## src/rtl/pipe_cla_pkg.sv

```systemverilog
// Shared constants for the segmented carry-lookahead pipeline adder.
// Holds the default word/segment widths and the stage-count derivation.
package pipe_cla_pkg;

    localparam int DEF_BITS = 32;
    localparam int DEF_SEG  = 8;
    localparam int MIN_BITS = 8;
    localparam int MAX_BITS = 64;

    // One pipeline stage per SEG-bit slice of the operand word.
    function automatic int calc_stages(input int bits, input int seg);
        return bits / seg;
    endfunction

    function automatic bit cfg_legal(input int bits, input int seg);
        return (seg > 0) && ((bits % seg) == 0) && (bits >= MIN_BITS) && (bits <= MAX_BITS);
    endfunction

endpackage

```

## src/rtl/cla_seg.sv

```systemverilog
// Combinational W-bit carry-lookahead adder slice: every internal carry is a
// flat generate/propagate product term of cin, and group P/G are exported.
module cla_seg #(
    parameter int W = 8
) (
    input  logic [W-1:0] a,
    input  logic [W-1:0] b,
    input  logic         cin,
    output logic [W-1:0] sum,
    output logic         cout,
    output logic         grp_p,
    output logic         grp_g
);

    logic [W-1:0] p;
    logic [W-1:0] g;
    logic [W:0]   c;
    logic         run_p;
    logic         acc;

    assign p = a ^ b;
    assign g = a & b;

    // c[i] = G[i-1:0] | P[i-1:0] & cin, expanded as a sum of products per bit.
    always_comb begin
        c     = '0;
        run_p = 1'b1;
        acc   = 1'b0;
        grp_p = 1'b0;
        grp_g = 1'b0;
        c[0]  = cin;
        for (int i = 1; i <= W; i++) begin
            acc   = 1'b0;
            run_p = 1'b1;
            for (int j = i - 1; j >= 0; j--) begin
                acc   = acc | (run_p & g[j]);
                run_p = run_p & p[j];
            end
            c[i] = acc | (run_p & cin);
        end
        grp_g = acc;
        grp_p = run_p;
    end

    assign sum  = p ^ c[W-1:0];
    assign cout = c[W];

endmodule

```

## src/rtl/pipe_cla_adder.sv

```systemverilog
// Pipelined adder/subtractor: stage k adds operand slice k with a lookahead
// slice and registers the carry. Define PIPE_CLA_OVF_EN to add the ovf output.
module pipe_cla_adder
    import pipe_cla_pkg::*;
#(
    parameter int BITS = DEF_BITS,
    parameter int SEG  = DEF_SEG
) (
    input  logic            clk,
    input  logic            rst_n,
    input  logic            in_valid,
    output logic            in_ready,
    input  logic [BITS-1:0] a,
    input  logic [BITS-1:0] b,
    input  logic            cin,
    input  logic            sub,
    output logic            out_valid,
    input  logic            out_ready,
    output logic [BITS-1:0] sum,
    output logic            cout
`ifdef PIPE_CLA_OVF_EN
    ,
    output logic            ovf
`endif
);

    localparam int STAGES = calc_stages(BITS, SEG);

    if (!cfg_legal(BITS, SEG)) begin : g_bad_cfg
        $error("pipe_cla_adder: BITS must be a multiple of SEG within 8..64");
    end

    // Handshake: a word moves in on in_valid && in_ready and out on
    // out_valid && out_ready. The whole pipe advances as one when in_ready is
    // high and is frozen (data and valid bits) otherwise, so a stalled result
    // stays put and the slot it frees is refilled in the same cycle.
    logic advance;
    assign in_ready = !out_valid || out_ready;
    assign advance  = in_ready;

    // Idle cycles present zeros so X on the operand pins never enters the pipe.
    logic [BITS-1:0] a_in;
    logic [BITS-1:0] b_in;
    logic            c_in;

    assign a_in = in_valid ? a : '0;
    assign b_in = in_valid ? (sub ? ~b : b) : '0;
    assign c_in = in_valid & (sub | cin);

    for (genvar k = 0; k < STAGES; k++) begin : g_stage
        // REM = operand bits not yet consumed when entering this stage.
        localparam int REM = BITS - k * SEG;

        logic [REM-1:0]       a_src;
        logic [REM-1:0]       b_src;
        logic                 c_src;
        logic                 v_src;
        logic [(k+1)*SEG-1:0] s_next;
        logic [(k+1)*SEG-1:0] s_q;
        logic [SEG-1:0]       seg_sum;
        logic                 seg_cout;
        logic                 seg_p;
        logic                 seg_g;
        logic                 c_q;
        logic                 v_q;
        logic                 unused_cout;

        if (k == 0) begin : g_first
            assign a_src  = a_in;
            assign b_src  = b_in;
            assign c_src  = c_in;
            assign v_src  = in_valid;
            assign s_next = seg_sum;
        end else begin : g_next
            assign a_src  = g_stage[k-1].g_fwd.a_q;
            assign b_src  = g_stage[k-1].g_fwd.b_q;
            assign c_src  = g_stage[k-1].c_q;
            assign v_src  = g_stage[k-1].v_q;
            // Lower slices ride along below the new slice so the word leaves aligned.
            assign s_next = {seg_sum, g_stage[k-1].s_q};
        end

        cla_seg #(
            .W (SEG)
        ) u_seg (
            .a     (a_src[SEG-1:0]),
            .b     (b_src[SEG-1:0]),
            .cin   (c_src),
            .sum   (seg_sum),
            .cout  (seg_cout),
            .grp_p (seg_p),
            .grp_g (seg_g)
        );

        // The carry out is also available as seg_cout; the registered carry
        // uses the group terms so the slice-to-slice path stays two levels.
        assign unused_cout = seg_cout;

        always_ff @(posedge clk or negedge rst_n) begin
            if (!rst_n) begin
                v_q <= 1'b0;
                c_q <= 1'b0;
                s_q <= '0;
            end else if (advance) begin
                v_q <= v_src;
                c_q <= seg_g | (seg_p & c_src);
                s_q <= s_next;
            end
        end

        // Higher slices wait in skew registers until their stage is reached.
        if (REM > SEG) begin : g_fwd
            logic [REM-SEG-1:0] a_q;
            logic [REM-SEG-1:0] b_q;

            always_ff @(posedge clk or negedge rst_n) begin
                if (!rst_n) begin
                    a_q <= '0;
                    b_q <= '0;
                end else if (advance) begin
                    a_q <= a_src[REM-1:SEG];
                    b_q <= b_src[REM-1:SEG];
                end
            end
        end
    end

    assign out_valid = g_stage[STAGES-1].v_q;
    assign sum       = g_stage[STAGES-1].s_q;
    assign cout      = g_stage[STAGES-1].c_q;

`ifdef PIPE_CLA_OVF_EN
    // Signed overflow = carry into the MSB xor carry out of the MSB; the carry
    // into the MSB is recovered from the MSB's own sum bit.
    logic ovf_next;
    logic ovf_q;

    assign ovf_next = g_stage[STAGES-1].a_src[SEG-1] ^ g_stage[STAGES-1].b_src[SEG-1]
                    ^ g_stage[STAGES-1].seg_sum[SEG-1] ^ g_stage[STAGES-1].seg_cout;

    always_ff @(posedge clk or negedge rst_n) begin
        if (!rst_n) begin
            ovf_q <= 1'b0;
        end else if (advance) begin
            ovf_q <= ovf_next;
        end
    end

    assign ovf = ovf_q;
`endif

endmodule

```

## config.mk

```make
export PLATFORM = sky130hd
export DESIGN_NAME = pipe_cla_adder
export DESIGN_NICKNAME = d
export VERILOG_FILES = /design/src/rtl/pipe_cla_pkg.sv /design/src/rtl/cla_seg.sv /design/src/rtl/pipe_cla_adder.sv
export SDC_FILE = /design/constraint.sdc
export NUM_CORES = 1
export LEC_CHECK = 0
export CAP_MARGIN = 20
export CORE_ASPECT_RATIO = 0.75
export CORE_MARGIN = 4
export CORE_UTILIZATION = 32
export DETAILED_ROUTE_END_ITERATION = 16
export PLACE_DENSITY = 0.57
export SYNTH_ARGS = -nofsm -noshare
export SYNTH_HDL_FRONTEND = slang
export SYNTH_SLANG_ARGS = --single-unit
```

## constraint.sdc

```tcl
create_clock -name clk -period 2.45 [get_ports clk]
set_clock_uncertainty 0.1 [all_clocks]
set_input_delay 0.3675 -clock clk [delete_from_list [all_inputs] [get_ports clk]]
set_output_delay 0.3675 -clock clk [all_outputs]
set_load 0.02 [all_outputs]
```

==> results.ini <==
[status]
status=finished, final reports clean

[synth]
synth_cell_type_count=41
synth_area_mm2=0.008423
ys_seq_elements=184
syn_area_per_cell_um2=9.106
ys_top_cells_by_area=dfrtp_1, nand2_1, ha_1
async_reset_ff_share_pct=100.0
syn_inst=925
yosys_warnings=0
synthesis.nets=1033
synth.most_common_cell=nand2_1
synth_common_cells=nand2_1, dfrtp_1, o21ai_0, ha_1, xnor2_1
synth_top_area_share_pct=54.66
seq_area_frac_synth_pct=54.66
yosysTopAreaCell=dfrtp_1
synth_edf_count=0
ys.flop_type=dfrtp_1

[final_layout]
regArea_mm2=0.004604
drive_gt1_share_pct=6.647
area_growth_pct=25.88
fin_cells=1382
antenna_cells=0
fillers=2665
nets=1134
multi_input_area_mm2=0.003631
post-route-util_pct=40.93

[sta]
slew_violations=0
fin_crit_sh_pct=89.14
tightest_slew_ns=0.5669
hold_viol=0
rsz0062_at_grt=no
maxSlewHeadroom_pct=62.21
fmax_ghz=0.4579
fin_crit_ns=2.184
setup_viol=0

[drt]
drc_errors=0
routed_wl_um=19100
wl_met3_um=760
wl_per_cell_um=13.82
drtAntennaViolNets=0
drtIter0Drc=327
route.met2.wl_um=8190
avgViaCountPerCell=4.512
drt-pass1-iter-count=4
num_vias=6235
met1_length_um=10010
dr.max_layer_used=met4

[die]
start_util_pct=32.51
coreArea_mm2=0.02591
die-area_mm2=0.02901
die_h_um=148.5
fp-row-count=51
num_io_pins=105
die_x_um=195.3

[setup_path]
reg2reg_slack_ns=0.27
crit_top_cell=a21oi_1
max_stage_delay_ns=0.42
cp_max_fo=5
worst_ep_arrival_time_ns=2.38
start_kind=flop
rr_endpoint=sum[30]$_DFFE_PN0P_
cpMaxStageDelayCell=dfrtp_1
crit_required_ns=2.65
path_cells=ha_1 -> a211oi_1 -> o21ai_1 -> a21oi_1 -> xor2_1 -> a21oi_1
r2r_cells=6
path_class=reg -> reg
crit_path_end_kind=flop
r2r-start=g_stage[2].g_fwd.a_q[0]$_DFFE_PN0P_

[grt]
grt_max_degree=69
antenna_found_initial=0
grt_pass1_vias=6345
grt_pass1_wl_um=32710
grt_use_total_pct=13.85
overflow=0

[clock_network]
cts-root-buf=clkbuf_16
postCtsSetupBuffers=0
clk_pin_slew_ns=0.07
worstSkewPairLatency_ns=0.43
tritoncts=built
numCtsBuffers=17
cts.sinks=184
h-tree-depth=4
cts_buffer_depth=2

[placed_design]
portBuffers=104
dpl.cell_count=1350
gp_congestion=0.7347
dp_hpwl_um=12900

[hold_path]
hp-class=reg -> reg
hold_end=sum[16]$_DFFE_PN0P_
hp-start=g_stage[2].s_q[16]$_DFFE_PN0P_
hold_depth=2

[job]
maxCapViolCount=0

[pwr]
powerDensity_mw_per_mm2=1092
power_leakage_nw=5.153
ir_worst_vdd_mv=0.4682
power.total_mw=11.58

per-layer routing:
metal  global-route usage [%]  vias up
li1                         -     3199
met1                    20.37     2949
met2                    20.83       78
met3                    3.125        9
met4                    3.419        0
met5                        0        -
area by class of cell:
class	instances	share of cell area, %
clock buffers	19	4.272
clock inverters	12	1.109
inverters	3	0.1298
multi-input cells	689	34.25
flip-flops and latches	184	43.43
well taps	344	4.059
repair buffers	131	12.76
worst max-delay path, delay by kind of cell (launching register included):
| family | cells | cell delay, ns |
|---|---|---|
| flip-flops | 1 | 0.42 |
| AO/OA/AOI/OAI | 4 | 0.98 |
| adder cells (fa/ha/maj) | 1 | 0.32 |
| XOR/XNOR | 1 | 0.23 |
cells in the final DEF, fill, tap and decap left out, types with 19 or more instances in the layout:
cell type        count
clkdlybuf4s50_1    101
nand3_1             25
xnor2_1             32
a21oi_1             23
nor2_1              31
dfrtp_1            184
xor2_1              19
o21ai_0             41
ha_1                33
nand2_1            393
power by group:
part	internal [mW]	switching, mW
clock	1.46	1.23
sequential	4.18	0.661
combinational	1.74	2.31
total	7.38	4.20
repair_timing:
| action | 4_1_cts | 5_1_grt |
|---|---|---|
| hold buffers | 1 | 0 |
| setup endpoints to repair | 0 | 1 |
| resized for setup | 0 | 1 |
| hold endpoints to repair | 59 | 0 |
registers in the layout (all words and copies together) (netlist names):
signal             count
g_stage.g_fwd.a_q     48
g_stage.s_q           48
sum                   32
g_stage.c_q            3
cout                   1
out_valid              1
g_stage.v_q            3
g_stage.g_fwd.b_q     48
cells by family after synthesis:
logic type	synth area share [%]
AO/OA/AOI/OAI	7.828
XOR/XNOR	5.303
adder cells (fa/ha/maj)	6.001
AND/OR/NAND/NOR	23.68
flip-flops	54.66
buffers and inverters	2.525
worst max path at each step:
stage / end / start
2_1_floorplan: g_stage[0].s_q[7]$_DFFE_PN0P_ / sub
3_3_place_gp: g_stage[0].s_q[7]$_DFFE_PN0P_ / b[3]
3_5_place_dp: g_stage[0].s_q[6]$_DFFE_PN0P_ / b[3]
4_1_cts: g_stage[2].s_q[23]$_DFFE_PN0P_ / g_stage[1].g_fwd.a_q[0]$_DFFE_PN0P_
5_1_grt: sum[30]$_DFFE_PN0P_ / g_stage[2].g_fwd.a_q[0]$_DFFE_PN0P_
6_report: sum[30]$_DFFE_PN0P_ / g_stage[2].g_fwd.a_q[0]$_DFFE_PN0P_
per-stage QoR:
stage	TNS (ns)	worst slack (ns)	instance area, um^2	hold WS (ns)
floorplan	0	0.07418	8438	-0.02809
global placement	-0.2804	-0.1083	10020	0.3262
detailed placement	-0.3590	-0.1353	10020	0.3285
CTS	0	0.1868	10600	0.3640
global route	0	0.1511	10600	0.3798
finish	0	0.2661	10600	0.3659
(Power assumes the default switching activity.)
